<file path="config.mk">
export PLATFORM = sky130hd
export DESIGN_NAME = dma_bus_master
export DESIGN_NICKNAME = d
export VERILOG_FILES = /design/src/rtl/dma_bus_master.sv
export SDC_FILE = /design/constraint.sdc
export NUM_CORES = 1
export LEC_CHECK = 0
export ABC_AREA = 1
export BUFFER_PORTS_ARGS = -buffer_cell sky130_fd_sc_hd__buf_4
export CORE_AREA = 2 2 114 116
export CTS_CLUSTER_DIAMETER = 40
export CTS_CLUSTER_SIZE = 10
export DETAILED_ROUTE_END_ITERATION = 8
export DIE_AREA = 0 0 116 118
export MAX_ROUTING_LAYER = met4
export PLACE_DENSITY = 0.8
export SLEW_MARGIN = 10
export SYNTH_ARGS = -nofsm -noshare
export SYNTH_HDL_FRONTEND = slang
export SYNTH_SLANG_ARGS = --single-unit
</file>
<file path="constraint.sdc">
create_clock -name clk -period 2.9 [get_ports clk]
set_input_delay 0.435 -clock clk [delete_from_list [all_inputs] [get_ports clk]]
set_output_delay 0.435 -clock clk [all_outputs]
set_load 0.02 [all_outputs]
</file>
<file path="src/rtl/dma_bus_master.sv">
// Single-channel byte DMA engine: CPU-programmed copy or fill over a simple
// ready-handshaked bus with synchronous-read memory behind it.
module dma_bus_master (
    input  logic        clk,
    input  logic        reset,
    input  logic        reg_cs,
    input  logic [3:0]  reg_addr,
    input  logic        reg_write,
    input  logic [7:0]  reg_data_i,
    output logic [7:0]  reg_data_o,
    output logic        bus_req,
    input  logic        ready,
    output logic [19:0] address_next,
    output logic        write_next,
    output logic [7:0]  data_o_next,
    input  logic [7:0]  data_i,
    output logic        done_irq
);

    typedef enum logic [2:0] {IDLE, READ, CAPTURE, WRITE, DONE} state_t;

    state_t      state_reg;
    logic [19:0] src_reg;
    logic [19:0] dst_reg;
    logic [15:0] count_reg;
    logic [2:0]  cmd_reg;
    logic [7:0]  fill_reg;
    logic [19:0] address_reg;
    logic        write_reg;
    logic [7:0]  data_reg;
    logic        bus_req_reg;
    logic        done_reg;

    logic        reg_wr;
    logic [19:0] src_step;
    logic [19:0] dst_step;
    logic [15:0] count_dec;

    // CPU writes need ready as well, and are locked out for the whole job.
    assign reg_wr    = reg_cs && reg_write && ready && !bus_req_reg;
    assign src_step  = src_reg + (cmd_reg[1] ? 20'd0 : 20'd1);
    assign dst_step  = dst_reg + (cmd_reg[2] ? 20'd0 : 20'd1);
    assign count_dec = count_reg - 16'd1;

    always_ff @(posedge clk or negedge reset) begin
        if (!reset) begin
            state_reg   <= IDLE;
            src_reg     <= 20'd0;
            dst_reg     <= 20'd0;
            count_reg   <= 16'd0;
            cmd_reg     <= 3'd0;
            fill_reg    <= 8'd0;
            address_reg <= 20'd0;
            write_reg   <= 1'b0;
            data_reg    <= 8'd0;
            bus_req_reg <= 1'b0;
            done_reg    <= 1'b0;
        end else begin
            done_reg <= 1'b0;

            if (reg_wr) begin
                case (reg_addr)
                    4'd0: src_reg[7:0]     <= reg_data_i;
                    4'd1: src_reg[15:8]    <= reg_data_i;
                    4'd2: src_reg[19:16]   <= reg_data_i[3:0];
                    4'd3: dst_reg[7:0]     <= reg_data_i;
                    4'd4: dst_reg[15:8]    <= reg_data_i;
                    4'd5: dst_reg[19:16]   <= reg_data_i[3:0];
                    4'd6: count_reg[7:0]   <= reg_data_i;
                    4'd7: count_reg[15:8]  <= reg_data_i;
                    4'd8: cmd_reg          <= reg_data_i[2:0];
                    4'd9: fill_reg         <= reg_data_i;
                    default: ;
                endcase
            end

            case (state_reg)
                IDLE: begin
                    if (reg_wr && reg_addr == 4'd8) begin
                        bus_req_reg <= 1'b1;
                        if (reg_data_i[0]) begin
                            state_reg   <= WRITE;
                            address_reg <= dst_reg;
                            write_reg   <= 1'b1;
                            data_reg    <= fill_reg;
                        end else begin
                            state_reg   <= READ;
                            address_reg <= src_reg;
                        end
                    end
                end
                READ: begin
                    if (ready) begin
                        state_reg   <= CAPTURE;
                        address_reg <= 20'd0;
                    end
                end
                CAPTURE: begin
                    // data_reg doubles as the holding register for the copied byte
                    state_reg   <= WRITE;
                    address_reg <= dst_reg;
                    write_reg   <= 1'b1;
                    data_reg    <= data_i;
                end
                WRITE: begin
                    if (ready) begin
                        src_reg   <= src_step;
                        dst_reg   <= dst_step;
                        count_reg <= count_dec;
                        if (count_dec == 16'd0) begin
                            state_reg   <= DONE;
                            bus_req_reg <= 1'b0;
                            done_reg    <= 1'b1;
                            address_reg <= 20'd0;
                            write_reg   <= 1'b0;
                            data_reg    <= 8'd0;
                        end else if (cmd_reg[0]) begin
                            address_reg <= dst_step;
                            data_reg    <= fill_reg;
                        end else begin
                            state_reg   <= READ;
                            address_reg <= src_step;
                            write_reg   <= 1'b0;
                            data_reg    <= 8'd0;
                        end
                    end
                end
                DONE:    state_reg <= IDLE;
                default: state_reg <= IDLE;
            endcase
        end
    end

    assign bus_req      = bus_req_reg;
    assign address_next = address_reg;
    assign write_next   = write_reg;
    assign data_o_next  = data_reg;
    assign done_irq     = done_reg;

    always_comb begin
        reg_data_o = 8'h00;
        case (reg_addr)
            4'd0: reg_data_o = src_reg[7:0];
            4'd1: reg_data_o = src_reg[15:8];
            4'd2: reg_data_o = {4'b0, src_reg[19:16]};
            4'd3: reg_data_o = dst_reg[7:0];
            4'd4: reg_data_o = dst_reg[15:8];
            4'd5: reg_data_o = {4'b0, dst_reg[19:16]};
            4'd6: reg_data_o = count_reg[7:0];
            4'd7: reg_data_o = count_reg[15:8];
            4'd8: reg_data_o = {bus_req_reg, 4'b0, cmd_reg};
            4'd9: reg_data_o = fill_reg;
            default: reg_data_o = 8'h00;
        endcase
    end

endmodule

</file>
==> Word-level counts from Yosys, hierarchy flattened <==
Index checks and enable logic that the tools add are counted.
{ "word_totals": {"reg_bits": 101, "latch_bits": 0, "mem_bits_rw": 0, "rom_bits": 0, "input_bits": 25, "out_inout_bits": 39, "elab_cells": 103, "memories": 0} }
{ "op_classes": {"n_addsub": 3, "n_mul": 0, "n_div": 0, "n_lt_le_gt_ge": 0, "n_eq_ne": 18, "n_shift": 0, "n_mux": 53, "bitwise": 0, "n_reduce_logical": 18} }
{ "op_table": {"columns": ["cell", "n"], "rows": [
  ["20-bit two-way mux", 12],
  ["8-bit two-way mux", 11],
  ["20-bit one-hot mux with 4 select lines", 1],
  ["8-bit one-hot mux with 10 select lines", 1],
  ["16-bit two-way mux", 3],
  ["20-bit by 1-bit adder with 20-bit output", 2],
  ["8-bit one-hot mux with 3 select lines", 1],
  ["4-bit by 3-bit equality test with 1-bit output (second input constant)", 4],
  ["16-bit logical NOT", 1],
  ["4-bit AND reduction", 4],
  ["16-bit by 1-bit subtractor with 16-bit output (second input constant)", 1],
  ["3-bit two-way mux", 5],
  ["1-bit two-way mux", 13],
  ["3-bit one-hot mux with 4 select lines", 1],
  ["2-bit != test (second input constant)", 5],
  ["4-bit by 2-bit equality test with 1-bit output (second input constant)", 2],
  ["4-bit equality test (second input constant)", 2],
  ["4-bit two-way mux", 2],
  ["3-bit by 2-bit equality test with 1-bit output (second input constant)", 2],
  ["5-bit AND reduction", 1],
  ["4-bit by 1-bit equality test with 1-bit output (second input constant)", 1],
  ["1-bit logical AND", 4],
  ["4-bit logical NOT", 1],
  ["2-bit AND reduction", 2],
  ["other kinds (10)", 10]
]} }

==> Longest topological paths before layout <==
{ "logic_depth": {"depth_word": 6, "mapped_depth": 16, "mapped_depth_nobuf": 16} }

==> Worst setup path after synthesis <==
Ideal clock, no wire load.
{ "synth_timing": {"kind": "flip-flop to flip-flop", "from": "reg count_reg[0]", "to": "reg address_reg[7], in the netlist address_next[7]", "setup_ps": 117, "t_arrival_ps": 1890, "required_ps": 2783, "path_slack_ps": 893, "path_stages_with_launch": 16, "n_path_buf": 2, "period_less_slack_ps": 2007, "path_cell_list": "dfrtp_1 -> inv_1 -> ha_1 -> nand2_2 -> o21ai_1 -> nand2_1 -> nor2_2 -> nand2_1 -> nor2_1 -> nand3_2 -> buf_6 -> buf_8 -> nand3_2 -> nand2_1 -> nand2_1 -> nand2_1"} }
{ "synth_via": {"elab_chain_len": 5} }
{ "synth_rtl": {"columns": ["element", "line_no", "text"], "rows": [
  ["start, declared", "25", "logic [15:0] count_reg;"],
  ["start signal, assigned", "69", "4'd6: count_reg[7:0] <= reg_data_i;"],
  ["start signal, assigned", "109", "count_reg <= count_dec;"],
  ["16-bit by 1-bit subtractor with 16-bit output", "43", "assign count_dec = count_reg - 16'd1;"],
  ["16-bit logical NOT", "110", "if (count_dec == 16'd0) begin"],
  ["20-bit two-way mux", "110", null],
  ["20-bit two-way mux", "106", "if (ready) begin"],
  ["20-bit one-hot mux with 4 select lines", "77", "case (state_reg)"],
  ["end signal, assigned", "83", "address_reg <= dst_reg;"],
  ["end signal, assigned", "88", "address_reg <= src_reg;"],
  ["end signal, assigned", "118", "address_reg <= dst_step;"],
  ["end, declared", "28", "logic [19:0] address_reg;"]
]} }
No other way between the ends. The select of a mux whose other input is x is not followed.
A chain may end at the register's enable or synchronous reset.

==> Final worst setup path <==
{ "layout_timing": {"from": "in reg_addr[2]", "to": "out reg_data_o[5]"} }
{ "layout_via": {"elab_chain_len": 2, "elab_cells_between_ends": 11, "classes_between": "eq/ne (9); mux (1); reduce/logical (1)"} }
{ "layout_rtl": {"columns": ["element", "line_no", "text"], "rows": [
  ["start, declared", "7", "input logic [3:0] reg_addr,"],
  ["4-bit equality test, or another cell as far along", "142", "case (reg_addr)"],
  ["8-bit one-hot mux with 10 select lines (*)", "142", null],
  ["end, declared", "10", "output logic [7:0] reg_data_o,"]
]} }
Every way passes the cells marked *; elsewhere a longest branch is shown, timed or not.

==> metrics.md <==
| Metric | Value |
|---|---|
| DRC Markers | `0` |
| FMAX | `398.6 MHz` |
| Post-route antenna net violation count | `0` |
| Startpoint types | `input port` |
| Total Nets Final | `1238` |
| Root buffer cell | `clkbuf_16` |
| Crit-path cells | `buf_4 > nor2_1 > inv_1 > nor2_1 > inv_1 > o22ai_1 > a211oi_1 > o221ai_1 > buf_4` |
| Number of I/O pins | `64` |
| Levels on crit path | `9` |
| TritonCTS buffer count | `9` |
| Data required, critical path | `2470 ps` |
| CTS tree | `done` |
| Routed WL | `25120 um` |
| Yosys warnings | `0` |
| Worst Path Buf+Inv | `4` |
| Post-route design area | `8449 um2` |
| Vias | `8143` |
| Cell Area, Synth | `7485 um2` |
| Setup violators final | `0` |
| Largest family of logic cells by synthesized area | `simple AND/OR/NAND/NOR gates` |
| Row Count | `41` |
| Largest net degree at the start of global routing | `51` |
| Mean Syn Cell Area | `6.436 um2` |
| Vias in the first global route | `7458` |
| Die Width | `116 um` |
| Initial antenna violation count | `0` |
| Main synth FF type | `dfrtp_1` |
| Relative slew slack | `55.06%` |
| 1st-iter DRT viols | `965` |
| EDFF count, synth | `0` |
| Post-Synth Simple-Gate Area | `36.48%` |
| RSZ-0062 raised after global routing | `false` |
| Clock tree sinks | `101` |
| Clock Skew | `5.937 ps` |
| Critical path class | `in -> out` |
| Initial Util | `60.29%` |
| Max-cap check violation count | `0` |
| Longest Clk Path Bufs | `2` |
| Die ar. | `13690 um2` |
| CP Max Fanout | `7` |
| Die H | `118 um` |
| Hold-fix buffer count after cts | `0` |
| Synth Area in Compound Gates | `16.35%` |
| Area Growth Syn to Fin | `12.89%` |
| Post-synthesis adder-cell area fraction | `1.003%` |
| Register area share after synthesis | `33.77%` |
| Peak VDD IR | `568.3 uV` |
| Setup repair bufs after CTS | `0` |
| N_diodes | `0` |
| Post-Syn Instances | `1163` |
| Period utilization | `86.52%` |
| DR vias/cell | `5.884` |
| Post-synth cell types | `37` |
| Hold WC Path Type | `in -> async` |
| FFs w/ async S/R, synth | `100.0%` |
| Syn nets | `1194` |
| Port bufs | `63` |
| PwrDens | `904.9 nW/um2` |
| Slowest CP cell | `nor2_1` |
| Global-route wire length before repair | `40100 um` |
| DR pass1 iterations | `6` |
| H-Tree Depth | `3` |
| Final Hold Vio Count | `0` |
| Leak | `4.303 nW` |
| Crit path DAT | `2070 ps` |
| Status | `finished clean` |
| Cell family with most CP delay | `buffers and inverters` |
| Clock latency on the worst-skew pair | `360 ps` |
| Min Clock Period, post-route | `2509 ps` |
| R2R cell count | `16` |
| Core ar. | `12410 um2` |
| Crit. End Element | `output pin` |
| Post-cts resize count | `0` |
| Share of post-route cells with drive strength above 1 | `11.55%` |
| Seq cells post-synth | `101` |
| Clock transition at the registers of the reported paths | `70 ps` |
| Final slew viol count | `0` |
| WL/cell | `18.15 um` |
| GP Congestion | `1.037` |
| Hpwl dp | `18680 um` |
| Worst slew pin tran | `671.6 ps` |
| Total design power | `0.007646 W` |
| Gr usage total | `38.95%` |
| Setup_tns | `0 ps` |
| GR Overflow Total | `0` |
| Placement Cell Area | `8139 um2` |
| Biggest cell delay along the critical path | `300 ps` |
| Post-synthesis xor/xnor area fraction | `1.755%` |
| Mux cell area share after synthesis | `1.505%` |
-- cells in the final DEF, fill, tap and decap left out, drive strengths merged, types with 4 or more instances in the layout --
master / count
nand4: 15
a21oi: 35
nand3: 104
nand2: 416
nor3: 14
dfrtp: 101
o22ai: 12
inv: 127
o2111ai: 4
ha: 6
mux2i: 9
buf: 80
nand3b: 7
clkbuf: 10
xor2: 15
a221oi: 8
o21ai: 134
nor2: 76
a31oi: 21
-- synthesized netlist by cell type (2+ instances only) --
cell type | number | area share (%)
o211ai_1 | 2 | 0.20
o21ai_1 | 6 | 0.40
nand2_2 | 7 | 0.59
nand3_2 | 13 | 1.7
inv_2 | 6 | 0.30
nor2_2 | 12 | 1.0
nor3_1 | 13 | 0.87
o221ai_1 | 2 | 0.23
o22ai_1 | 12 | 1.0
a211oi_1 | 3 | 0.30
a21oi_1 | 34 | 2.3
a221oi_1 | 8 | 0.94
a31oi_1 | 21 | 1.8
mux2_2 | 2 | 0.30
nand3b_1 | 7 | 0.70
clkbuf_1 | 35 | 1.8
mux2i_1 | 9 | 1.2
buf_2 | 10 | 0.67
inv_1 | 120 | 6.0
nor2_1 | 63 | 3.2
nand3_1 | 91 | 6.1
nand2_1 | 409 | 21
ha_1 | 6 | 1.0
o2111ai_1 | 4 | 0.47
dfrtp_1 | 101 | 34
o21ai_0 | 128 | 8.6
xor2_1 | 15 | 1.8
nand4_1 | 15 | 1.3
-- routing by layer --
layer / share of wire [%] / up-vias / wire length, um / GRT usage [%]
li1: - / 3908 / - / -
met1: 42 / 3770 / 10490 / 51.53
met2: 48 / 409 / 12000 / 61.81
met3: 7.5 / 56 / 1883 / 5.664
met4: 3.0 / 0 / 747 / 11.98
met5: 0 / - / 0 / -
-- metrics by stage --
step	hold WS, ps	util (%)	setup WS [ps]	std cells
after global placement	463.3	65.56	493.3	1368
after detailed placement	466.4	65.56	479.6	1368
after floorplan	139.4	-	893.5	1163
after CTS	79.35	68.06	474.3	1384
after global routing	120.4	68.06	165.9	1384
final	67.64	68.06	390.9	1384
-- final cells by class --
type / instances / area [um2]
inverters: 127 / 476.7
well taps: 172 / 215.2
flip-flops and latches: 101 / 2527
clock inverters: 6 / 71.32
multi-input cells: 888 / 4282
fillers: 1128 / 3965
clock buffers: 10 / 239.0
repair buffers: 80 / 638.1
-- path summary, 6_finish.rpt --
| kind | from | endpoint | slack [ps] |
|---|---|---|---|
| max | reg_addr[2] | reg_data_o[5] | 390 |
| min | reset | count_reg[14] | 70 |
| max reg2reg | cmd_reg[2] | address_next[16] | 420 |
| min reg2reg | address_next[17] | address_next[17] | 480 |
| max in group asynchronous | reset | src_reg[7] | 2180 |
| min in group clk | data_i[2] | data_o_next[2] | 390 |
-- kinds of logic after synthesis --
group | after synthesis
and+or+nand+nor | 634
adders and majority gates | 6
xor gates and xnor gates | 15
muxes | 11
DFF | 101
AOI/OAI and AO/OA | 222
buffers and inverters | 174
-- power breakdown --
group / internal, W / switching (W)
Sequential: 0.00193 / 0.000702
Combinational: 0.00127 / 0.00247
Clock: 0.000699 / 0.000581
Total: 0.00390 / 0.00375
No activity file was read; power rests on OpenSTA's default activity.
